[src/rtl/voice_allocator_pkg.sv]
// Shared types and widths for the polyphonic voice allocator.
package synth_pkg;
    typedef enum logic [1:0] {IDLE, SCAN, COMMIT, GAP} alloc_state_t;

    localparam int NOTE_W         = 8;
    localparam int AMP_W          = 16;
    localparam int DEF_NUM_VOICES = 4;
endpackage

[src/rtl/voice_allocator_if.sv]
// Note-event valid/ready handshake from the NIOS II side into the allocator.
interface voice_allocator_if;
    import synth_pkg::*;

    logic              ev_valid;
    logic              ev_ready;
    logic              ev_on;
    logic [NOTE_W-1:0] ev_note;
    logic [AMP_W-1:0]  ev_amp;

    modport master (output ev_valid, ev_on, ev_note, ev_amp, input ev_ready);
    modport slave  (input ev_valid, ev_on, ev_note, ev_amp, output ev_ready);
endinterface

[src/rtl/voice_allocator_slot.sv]
// One voice slot: frequency code, amplitude, gate and saturating age.
module voice_slot import synth_pkg::*; #(
    parameter int AGE_W = 8
) (
    input  logic              Clk,
    input  logic              Reset_n,
    input  logic              load,
    input  logic              set_amp,
    input  logic              gate_off,
    input  logic              all_clear,
    input  logic              age_inc,
    input  logic              age_clr,
    input  logic [NOTE_W-1:0] note_in,
    input  logic [AMP_W-1:0]  amp_in,
    output logic [NOTE_W-1:0] note,
    output logic [AMP_W-1:0]  amp,
    output logic              gate,
    output logic [AGE_W-1:0]  age
);
    always_ff @(posedge Clk or negedge Reset_n) begin
        if (!Reset_n) begin
            note <= '0;
            amp  <= '0;
            gate <= 1'b0;
            age  <= '0;
        end else begin
            if (load) begin
                note <= note_in;
                amp  <= amp_in;
            end else if (set_amp) begin
                amp <= amp_in;
            end

            // note and amp survive gate-off so the release tail keeps its pitch
            if (all_clear || gate_off)
                gate <= 1'b0;
            else if (load)
                gate <= 1'b1;

            if (all_clear || age_clr)
                age <= '0;
            else if (age_inc && (age != '1))
                age <= age + 1'b1;
        end
    end
endmodule

[src/rtl/voice_allocator.sv]
// Assigns note events to voice slots: match, then free, then steal the oldest.
// state  | meaning
// IDLE   | waiting for an event; all_off panic handled here
// SCAN   | one voice per cycle: match / free / oldest search
// COMMIT | apply the chosen action to the target voice
// GAP    | key_on held low on a stolen voice before retrigger
module voice_allocator import synth_pkg::*; #(
    parameter int NUM_VOICES = DEF_NUM_VOICES,
    parameter int AGE_W      = 8,
    parameter int GAP_CYCLES = 2048
) (
    input  logic                         Clk,
    input  logic                         Reset_n,
    voice_allocator_if.slave             ev,
    input  logic                         all_off,
    output logic [NOTE_W*NUM_VOICES-1:0] voice_note,
    output logic [AMP_W*NUM_VOICES-1:0]  voice_amp,
    output logic [NUM_VOICES-1:0]        key_on,
    output logic                         stolen,
    output logic                         dropped
);
    localparam int IDX_W = (NUM_VOICES > 1) ? $clog2(NUM_VOICES) : 1;
    localparam int GAP_W = (GAP_CYCLES > 1) ? $clog2(GAP_CYCLES) : 1;
    localparam logic [NUM_VOICES-1:0] ONE = NUM_VOICES'(1);

    alloc_state_t state, nxt;

    logic [IDX_W-1:0]  idx, match_idx, free_idx, old_idx, tgt;
    logic              found_match, found_free, found_old;
    logic [AGE_W-1:0]  old_age;
    logic              lat_on;
    logic [NOTE_W-1:0] lat_note;
    logic [AMP_W-1:0]  lat_amp;
    logic [GAP_W-1:0]  gap_cnt;
    logic              accept, all_clr;

    logic [NUM_VOICES-1:0] load_v, amp_v, off_v, inc_v, clr_v;
    logic [NOTE_W-1:0]     s_note [NUM_VOICES];
    logic [AMP_W-1:0]      s_amp  [NUM_VOICES];
    logic [AGE_W-1:0]      s_age  [NUM_VOICES];

    assign ev.ev_ready = (state == IDLE) && !all_off;
    assign accept      = ev.ev_ready && ev.ev_valid;

    always_ff @(posedge Clk or negedge Reset_n) begin
        if (!Reset_n) state <= IDLE;
        else          state <= nxt;
    end

    always_comb begin
        nxt     = state;
        stolen  = 1'b0;
        dropped = 1'b0;
        all_clr = 1'b0;
        load_v  = '0;
        amp_v   = '0;
        off_v   = '0;
        inc_v   = '0;
        clr_v   = '0;
        tgt     = found_match ? match_idx : (found_free ? free_idx : old_idx);
        case (state)
            IDLE: begin
                if (all_off)     all_clr = 1'b1;
                else if (accept) nxt = SCAN;
            end
            SCAN: begin
                if (idx == IDX_W'(NUM_VOICES - 1)) nxt = COMMIT;
            end
            COMMIT: begin
                nxt = IDLE;
                if (lat_on) begin
                    inc_v = key_on & ~(ONE << tgt);
                    clr_v = ONE << tgt;
                    if (found_match) begin
                        amp_v = ONE << tgt;
                    end else if (found_free) begin
                        load_v = ONE << tgt;
                    end else begin
                        off_v  = ONE << tgt;
                        stolen = 1'b1;
                        nxt    = GAP;
                    end
                end else if (found_match) begin
                    off_v = ONE << match_idx;
                    clr_v = ONE << match_idx;
                end else begin
                    dropped = 1'b1;
                end
            end
            GAP: begin
                if (gap_cnt == '0) begin
                    load_v = ONE << old_idx;
                    nxt    = IDLE;
                end
            end
            default: nxt = IDLE;
        endcase
    end

    always_ff @(posedge Clk or negedge Reset_n) begin
        if (!Reset_n) begin
            idx         <= '0;
            lat_on      <= 1'b0;
            lat_note    <= '0;
            lat_amp     <= '0;
            found_match <= 1'b0;
            found_free  <= 1'b0;
            found_old   <= 1'b0;
            match_idx   <= '0;
            free_idx    <= '0;
            old_idx     <= '0;
            old_age     <= '0;
            gap_cnt     <= '0;
        end else begin
            case (state)
                IDLE: if (accept) begin
                    lat_on      <= ev.ev_on;
                    lat_note    <= ev.ev_note;
                    lat_amp     <= ev.ev_amp;
                    idx         <= '0;
                    found_match <= 1'b0;
                    found_free  <= 1'b0;
                    found_old   <= 1'b0;
                    old_age     <= '0;
                end
                SCAN: begin
                    if (key_on[idx] && (s_note[idx] == lat_note) && !found_match) begin
                        found_match <= 1'b1;
                        match_idx   <= idx;
                    end
                    if (!key_on[idx] && !found_free) begin
                        found_free <= 1'b1;
                        free_idx   <= idx;
                    end
                    // strict compare keeps the lowest index on an age tie
                    if (key_on[idx] && (!found_old || (s_age[idx] > old_age))) begin
                        found_old <= 1'b1;
                        old_idx   <= idx;
                        old_age   <= s_age[idx];
                    end
                    idx <= idx + 1'b1;
                end
                COMMIT: gap_cnt <= GAP_W'(GAP_CYCLES - 1);
                GAP:    if (gap_cnt != '0) gap_cnt <= gap_cnt - 1'b1;
                default: ;
            endcase
        end
    end

    for (genvar i = 0; i < NUM_VOICES; i++) begin : g_voice
        voice_slot #(.AGE_W(AGE_W)) u_slot (
            .Clk       (Clk),
            .Reset_n   (Reset_n),
            .load      (load_v[i]),
            .set_amp   (amp_v[i]),
            .gate_off  (off_v[i]),
            .all_clear (all_clr),
            .age_inc   (inc_v[i]),
            .age_clr   (clr_v[i]),
            .note_in   (lat_note),
            .amp_in    (lat_amp),
            .note      (s_note[i]),
            .amp       (s_amp[i]),
            .gate      (key_on[i]),
            .age       (s_age[i])
        );
        assign voice_note[NOTE_W*i +: NOTE_W] = s_note[i];
        assign voice_amp[AMP_W*i +: AMP_W]    = s_amp[i];
    end
endmodule

[src/flat_wrapper.sv]
// flat-port wrapper written by rule: the top's interface ports become plain ports
module voice_allocator_flat import synth_pkg::*;
#(
    parameter int NUM_VOICES = DEF_NUM_VOICES,
    parameter int AGE_W      = 8,
    parameter int GAP_CYCLES = 2048
)
  (Clk, Reset_n, all_off, voice_note, voice_amp, key_on, stolen, dropped, ev_ev_valid, ev_ev_on, ev_ev_note, ev_ev_amp, ev_ev_ready);
  voice_allocator_if ev_i ();
  input  logic Clk;
  input  logic Reset_n;
  input  logic all_off;
  output logic [NOTE_W*NUM_VOICES-1:0] voice_note;
  output logic [AMP_W*NUM_VOICES-1:0] voice_amp;
  output logic [NUM_VOICES-1:0] key_on;
  output logic stolen;
  output logic dropped;
  input wire logic [$bits(ev_i.ev_valid)-1:0] ev_ev_valid;
  input wire logic [$bits(ev_i.ev_on)-1:0] ev_ev_on;
  input wire logic [$bits(ev_i.ev_note)-1:0] ev_ev_note;
  input wire logic [$bits(ev_i.ev_amp)-1:0] ev_ev_amp;
  output wire logic [$bits(ev_i.ev_ready)-1:0] ev_ev_ready;
  assign ev_i.ev_valid = ev_ev_valid;
  assign ev_i.ev_on = ev_ev_on;
  assign ev_i.ev_note = ev_ev_note;
  assign ev_i.ev_amp = ev_ev_amp;
  assign ev_ev_ready = ev_i.ev_ready;
  voice_allocator #(.NUM_VOICES(NUM_VOICES), .AGE_W(AGE_W), .GAP_CYCLES(GAP_CYCLES)) u_core (.Clk(Clk), .Reset_n(Reset_n), .ev(ev_i), .all_off(all_off), .voice_note(voice_note), .voice_amp(voice_amp), .key_on(key_on), .stolen(stolen), .dropped(dropped));
endmodule
[config.mk]
export PLATFORM = sky130hd
export DESIGN_NAME = voice_allocator_flat
export DESIGN_NICKNAME = d
export VERILOG_FILES = /design/src/rtl/voice_allocator_pkg.sv /design/src/rtl/voice_allocator_if.sv /design/src/rtl/voice_allocator_slot.sv /design/src/rtl/voice_allocator.sv /design/src/flat_wrapper.sv
export SDC_FILE = /design/constraint.sdc
export NUM_CORES = 1
export LEC_CHECK = 0
export ABC_AREA = 0
export CORE_MARGIN = 10
export CORE_UTILIZATION = 38
export DETAILED_ROUTE_END_ITERATION = 7
export DONT_BUFFER_PORTS = 1
export GPL_TIMING_DRIVEN = 0
export SYNTH_ARGS = -nofsm -noshare
export SYNTH_HDL_FRONTEND = slang
export SYNTH_SLANG_ARGS = --single-unit
[constraint.sdc]
create_clock -name Clk -period 10.2 [get_ports Clk]
set_input_delay 1.53 -clock Clk [delete_from_list [all_inputs] [get_ports Clk]]
set_output_delay 1.53 -clock Clk [all_outputs]
set_load 0.005 [all_outputs]
==> run_results.csv, run 1 <==
group,metric,value,unit
yosys,synth_edf_count,0,
critical_path,crit_type,"reg2reg",
floorplan,die_area,29900,µm²
floorplan,start_util,0.389,
place,pre_cts_ws,6.08,ns
clock_network,cts.sinks,189,
final_layout,drive_gt1_frac,0.219,
clock_network,clock_latency,0.44,ns
routing,drc,0,
sta,skew,0.0212,ns
sta,rsz0062_at_grt,"no",
critical_path,critPathArrivalTime,4.44,ns
yosys,synth.avg_cell_area,12.1,µm²
yosys,muxShareOfSynthArea,0.191,
final_layout,fillers,2126,
sta,max_freq,243,MHz
global_routing,first_global_vias,5760,
routing,via_count,5681,
routing,viasPerCell,5.28,
yosys,synth_fa_ha_area_frac,0.0197,
final_layout,area_growth_syn_to_layout,11.3,%
final_layout,layout_commonest_cell,"dfrtp_1",
place,post-place-cells,1044,
clock_network,cts_root_buffer,"clkbuf_16",
routing,drt_wl_total,22000,µm
critical_path,crit_path_frequent_cell,"buf_2",
final_layout,finalNonFillerCells,1076,
status,outcome,"finished clean",
global_routing,grt_max_degree,190,
yosys,ys_types,56,
global_routing,grt_usage,0.148,
clock_network,post_cts_buffers,0,
critical_path,critPathMaxFanout,10,
yosys,syn_inst,731,
critical_path,worst_ep_required_time,10.52,ns
power_and_ir_drop,ir_drop,125,µV
place,place_congestion,0.842,
sta,whs,0.518,ns
yosys,synth-simple-area-share,0.122,
sta,fin_ws,6.08,ns
routing,drtAntennaViolNets,0,
final_layout,utilization,0.434,
final_layout,final_cell_area,9870,µm²
routing,drt_iter0_markers,423,
global_routing,overflow,0,
clock_network,cts_max_level,4,
job,max_cap_violations,0,
global_routing,antenna_found_initial,0,
global_routing,grt_pass1_wl,35200,µm
sta,hold_viol,0,
floorplan,io_pins,132,
final_layout,nets,793,
clock_network,cts.repair.resized,0,
sta,drv_slew,0,
sta,finalCritPeriodShare,0.404,
yosys,syn-cell-area,8870,µm²
sta,setup_viol,0,
place,placed_area,9260,µm²
yosys,synth-xor-area-share,0.0365,
final_layout,seq_area,4730,µm²
place,dpl.hpwl,15600,µm
yosys,synth.yosys.warnings,0,
worst_hold_path,min-delay-path-class,"reg2reg",
floorplan,core.rowCount,55,
routing,routedWlPerCell,20.4,µm
clock_network,cts_inserted_buffers,17,
place,port_buffers,0,
sta,setup_tns,0,ns
critical_path,cp-end-kind,"register",
clock_network,cts_tree,"built",
critical_path,setup.worst_path.start_class,"register",
sta,relSlewSlack,0.399,
final_layout,multi_input_area,3870,µm²
floorplan,die_h,173,µm
clock_network,clock_path_buffers,2,
floorplan,die_x,173,µm
final_layout,num_antenna_cells,0,
clock_network,ctsHoldBuffers,0,
clock_network,clk_pin_slew,0.07,ns
floorplan,coreArea,22800,µm²
yosys,synth_top_family_by_area,"multiplexers",
critical_path,slowest_delay,0.64,ns
yosys,synthesis.nets,774,
yosys,ys.flop_type,"dfrtp_1",
final_layout,mostFrequentLayoutCells,"189 x dfrtp_1, 113 x nand2_1, 74 x mux2_2",
power_and_ir_drop,leakage,4.59,nW
yosys,ys_ff_latch,189,
sta,worstMarginPinSlew,0.898,ns
routing,drt_first_pass_iters,5,
sta,period_minus_slack,4.12,ns
critical_path,worstPathCellList,"buf_2 -> clkbuf_1 -> mux4_2 -> ha_1 -> nand4_1 -> nor2_1 -> a21oi_1 -> o21a_1 -> buf_2 -> mux2_2",
critical_path,critPathSlowestCell,"mux4_2",
yosys,synthArstFlopShare,1.00,
yosys,ys_seq_area_frac,0.533,
yosys,synth_compound_area_frac,0.0674,
power_and_ir_drop,powerDensity,242,nW/µm²
power_and_ir_drop,power,2.39,mW
## power breakdown
| part | internal [mW] | switching, mW |
|---|---|---|
| clock network | 0.336 | 0.339 |
| logic | 0.267 | 0.282 |
| registers | 0.941 | 0.228 |
| total | 1.54 | 0.849 |
## flip-flops by register name, summed over array words and instances, names as in the netlist
| signal | count |
|---|---|
| u_core.free_idx | 2 |
| u_core.g_voice.u_slot.note | 32 |
| u_core.found_old | 1 |
| u_core.match_idx | 2 |
| u_core.g_voice.u_slot.age | 32 |
| u_core.lat_note | 8 |
| u_core.state | 2 |
| u_core.old_idx | 2 |
| u_core.lat_on | 1 |
| u_core.found_match | 1 |
| u_core.found_free | 1 |
| u_core.old_age | 8 |
| u_core.g_voice.u_slot.gate | 4 |
| u_core.idx | 2 |
| u_core.g_voice.u_slot.amp | 64 |
| u_core.gap_cnt | 11 |
| u_core.lat_amp | 16 |
## path summary, 6_finish.rpt
check                                        start                         endpoint  slack, ns  depth (start not counted)
worst max-delay path                 u_core.idx[0]                u_core.old_idx[0]       6.08                         10
worst min-delay path            u_core.free_idx[0]               u_core.free_idx[0]       0.52                          1
worst max register to register       u_core.idx[0]                u_core.old_idx[0]       6.08                         10
worst min register to register  u_core.free_idx[0]               u_core.free_idx[0]       0.52                          1
max in group asynchronous                  Reset_n                u_core.gap_cnt[7]       9.04                          0
min in group asynchronous                  Reset_n  u_core.g_voice[3].u_slot.age[3]       0.80                          0
## worst max-delay path: cells and delay by family (launching register included)
| family | cells | cell delay (ns) |
|---|---|---|
| adders and majority gates | 1 | 0.31 |
| DFF | 1 | 0.51 |
| buffers and inverters | 3 | 1.23 |
| AOI/OAI and AO/OA | 2 | 0.77 |
| and+or+nand+nor | 2 | 0.18 |
| muxes | 2 | 1.00 |
## cell type report
| cell class | instances | area share |
|---|---|---|
| buffer | 31 | 0.0210 |
| clock buffer | 17 | 0.0431 |
| clock inverter | 15 | 0.0190 |
| inverter | 16 | 0.00608 |
| multi-input combinational | 495 | 0.392 |
| sequential | 189 | 0.479 |
| tap | 313 | 0.0397 |
## logic make-up (layout without fill, tap and decap cells)
logic type,Yosys count,in the layout
adder cells (fa/ha/maj),14,14
multiplexers,127,127
buffers and inverters,47,79
XOR/XNOR,37,37
AO/OA/AOI/OAI,83,83
flip-flops,189,189
AND/OR/NAND/NOR,234,234
## synthesized netlist by cell type (2+ instances only)
master / number / area, µm²
nand3_1: 14 / 70.1
nor2_1: 47 / 176
a31oi_1: 4 / 25.0
nor3_1: 13 / 65.1
a22oi_1: 3 / 22.5
xnor2_1: 18 / 158
o211ai_1: 10 / 75.1
buf_1: 2 / 7.51
o21ai_0: 12 / 60.1
mux2_1: 8 / 90.1
o21a_1: 5 / 37.5
nand3b_1: 4 / 30.0
nand2_1: 113 / 424
or3_1: 4 / 25.0
nor2b_1: 7 / 43.8
inv_1: 16 / 60.1
buf_6: 5 / 56.3
o31ai_1: 7 / 52.6
nand4_1: 14 / 87.6
mux2_2: 74 / 833
a211oi_1: 2 / 15.0
o21ai_2: 2 / 17.5
buf_12: 2 / 40.0
dfrtp_1: 189 / 4730
nor3b_1: 2 / 15.0
buf_2: 2 / 10.0
buf_4: 5 / 37.5
mux4_2: 17 / 383
mux2_4: 21 / 315
ha_1: 14 / 175
nand2b_1: 4 / 25.0
mux2i_1: 7 / 70.1
xor2_1: 19 / 166
a21oi_1: 21 / 105
o41ai_1: 2 / 17.5
clkbuf_1: 15 / 56.3
a21o_1: 3 / 22.5
and3_1: 6 / 37.5
## per-layer routing
metal  track usage  vias to the layer above  share of wire  wire length (µm)
met5             0                        -              0                 0
met4        0.0406                        0          0.011               248
met3        0.0536                       13          0.079              1730
met2         0.229                      157           0.46             10200
met1         0.191                     2896           0.45              9820
li1              -                     2615              -                 -
No activity file was read; power rests on OpenSTA's default activity.
==> run 2: changes to the inputs <==
==> constraint.sdc (replaced) <==
create_clock -name Clk -period 3.5 [get_ports Clk]
set_input_delay 0.525 -clock Clk [delete_from_list [all_inputs] [get_ports Clk]]
set_output_delay 0.525 -clock Clk [all_outputs]
set_load 0.005 [all_outputs]
==> run 2 against run 1 <==
  * The run now ends with negative hold slack left
  * Combinational power grew to 3.0 times the previous value
  * Register-to-register slack worse by 5.9 ns
  * Clock skew down 0.0038 ns
  * Non-clock buffer count rose by 1
  * Largest cell class unchanged
  * Critical endpoint unchanged
==> run_results.csv, run 2 (same netlist as run 1, synthesis figures left out) <==
group,metric,value,unit
floorplan,io_pins,132,
routing,drc,0,
final_layout,top_register,"u_core.g_voice.u_slot.amp",
critical_path,critPathMaxFanout,10,
floorplan,coreArea,22800,µm²
global_routing,grt_pass1_wl,35200,µm
sta,period_minus_slack,3.32,ns
floorplan,start_util,0.389,
sta,max_freq,301,MHz
global_routing,antenna_found_initial,0,
global_routing,grt_max_degree,190,
power_and_ir_drop,leakage,4.61,nW
final_layout,layout_commonest_cell,"dfrtp_1",
final_layout,utilization,0.435,
power_and_ir_drop,powerDensity,707,nW/µm²
critical_path,worstPathCellList,"buf_2 -> clkbuf_2 -> mux4_2 -> ha_1 -> o21a_1 -> o21ai_0 -> a21oi_4 -> o21a_1 -> buf_2 -> mux2_2",
clock_network,clk_pin_slew,0.08,ns
final_layout,num_antenna_cells,0,
clock_network,cts_root_buffer,"clkbuf_16",
routing,drt_iter0_markers,458,
final_layout,nets,794,
clock_network,clock_latency,0.44,ns
floorplan,die_area,29900,µm²
sta,whs,-0.211,ns
global_routing,first_global_vias,5772,
sta,finalCritPeriodShare,0.949,
global_routing,grt_usage,0.148,
place,placed_area,9260,µm²
clock_network,cts_max_level,4,
critical_path,critPathTopFamily,"buffers and inverters",
critical_path,critPathArrivalTime,3.64,ns
floorplan,core.rowCount,55,
worst_hold_path,min-delay-path-class,"in2async",
floorplan,die_h,173,µm
routing,via_count,5638,
routing,viasPerCell,5.23,
final_layout,drive_gt1_frac,0.228,
clock_network,cts_inserted_buffers,17,
critical_path,slowest_delay,0.46,ns
critical_path,setup.worst_path.start_class,"register",
sta,setup_tns,0,ns
final_layout,area_growth_syn_to_layout,11.8,%
final_layout,largest_reg_flops,64,
critical_path,cp.buffers_inverters,3,
final_layout,mostFrequentLayoutCells,"188 x dfrtp_1, 113 x nand2_1, 74 x mux2_2",
critical_path,crit_type,"reg2reg",
clock_network,cts_tree,"built",
status,violations,"negative hold slack",
global_routing,overflow,0,
routing,drt_first_pass_iters,4,
power_and_ir_drop,power,7.01,mW
sta,relSlewSlack,0.401,
critical_path,cp-end-kind,"register",
routing,drt_wl_total,22000,µm
place,dpl.hpwl,15600,µm
place,port_buffers,0,
critical_path,critPathSlowestCell,"dfrtp_1",
floorplan,die_x,173,µm
routing,routedWlPerCell,20.5,µm
job,max_cap_violations,0,
sta,setup_viol,0,
clock_network,clock_path_buffers,2,
clock_network,cts.sinks,189,
sta,drv_slew,0,
final_layout,fillers,2125,
final_layout,largest_registers,"u_core.g_voice.u_slot.amp: 64 flops, u_core.g_voice.u_slot.age: 32 flops, u_core.g_voice.u_slot.note: 32 flops",
status,outcome,"finished with violations",
critical_path,worst_ep_required_time,3.82,ns
sta,skew,0.0174,ns
routing,drtAntennaViolNets,0,
sta,hold_viol,189,
sta,worstMarginPinSlew,0.896,ns
power_and_ir_drop,ir_drop,368,µV
final_layout,final_cell_area,9920,µm²
place,place_congestion,0.842,
[run 2: cell count changes in the layout (fill, tap and decap cells not counted)]
cell / previous run / this run
a21oi_1: 21 / 19
a21oi_4: 0 / 2
buf_1: 2 / 1
buf_4: 5 / 6
buf_6: 5 / 6
clkbuf_1: 15 / 13
clkbuf_2: 0 / 1
clkbuf_4: 0 / 1
dfrtp_1: 189 / 188
dfrtp_2: 0 / 1
[run 2: power by group]
| group | leakage (nW) | switching [mW] | internal, mW | total (mW) |
|---|---|---|---|---|
| Combinational | 1.78 | 0.828 | 0.798 | 1.63 |
| Sequential | 2.53 | 0.668 | 2.74 | 3.41 |
| Clock | 0.295 | 0.991 | 0.979 | 1.97 |
| Total | 4.61 | 2.49 | 4.52 | 7.01 |
[run 2: repair_timing]
action	in CTS	in global routing
pin swaps	0	1
endpoints found under the setup margin	11	10
gates resized for setup	8	3
hold endpoints to repair	189	189
buffers inserted	0	1
[run 2: layout make-up]
type	count	area (µm²)	area share
flip-flops and latches	189	4730	0.477
multi-input cells	495	3890	0.393
inverters	16	60.1	0.00606
clock inverters	15	188	0.0189
plain buffers	31	220	0.0222
well taps	313	392	0.0395
repair buffers	1	7.51	0.000757
clock buffers	17	425	0.0429
[run 2: metrics by stage]
stage | setup slack, ns | std cells
after global routing | -0.00912 | 1077
after global placement | -0.652 | 1044
after detailed placement | -0.619 | 1044
final | 0.180 | 1077
after floorplan | 0.120 | 731
after CTS | 0.0284 | 1076
[run 2: per-layer routing]
metal | track usage | vias to the layer above | share of wire
met5 | 0 | - | 0
met4 | 0.0453 | 0 | 0.013
met3 | 0.0516 | 20 | 0.082
met2 | 0.228 | 140 | 0.46
met1 | 0.191 | 2856 | 0.44
li1 | - | 2622 | -
[run 2: worst reg2reg max path, delay by kind of cell, from the launching register on]
kind	cells	cell delay [ns]
muxes	2	0.76
buffers and inverters	3	0.94
adders and majority gates	1	0.32
DFF	1	0.46
AOI/OAI and AO/OA	4	0.74
[run 2: final timing paths]
kind	from	end	slack (ns)	cells past startpoint
worst min register to register	u_core.free_idx[0]	u_core.free_idx[0]	0.52	1
worst max register to register	u_core.idx[1]	u_core.old_idx[0]	0.18	10
worst min-delay path	Reset_n	u_core.g_voice[3].u_slot.age[0]	-0.21	0
max in group asynchronous	Reset_n	u_core.gap_cnt[7]	3.39	0
min in group Clk	ev_ev_amp[7]	u_core.lat_amp[7]	0.19	2
worst max-delay path	u_core.idx[1]	u_core.old_idx[0]	0.18	10
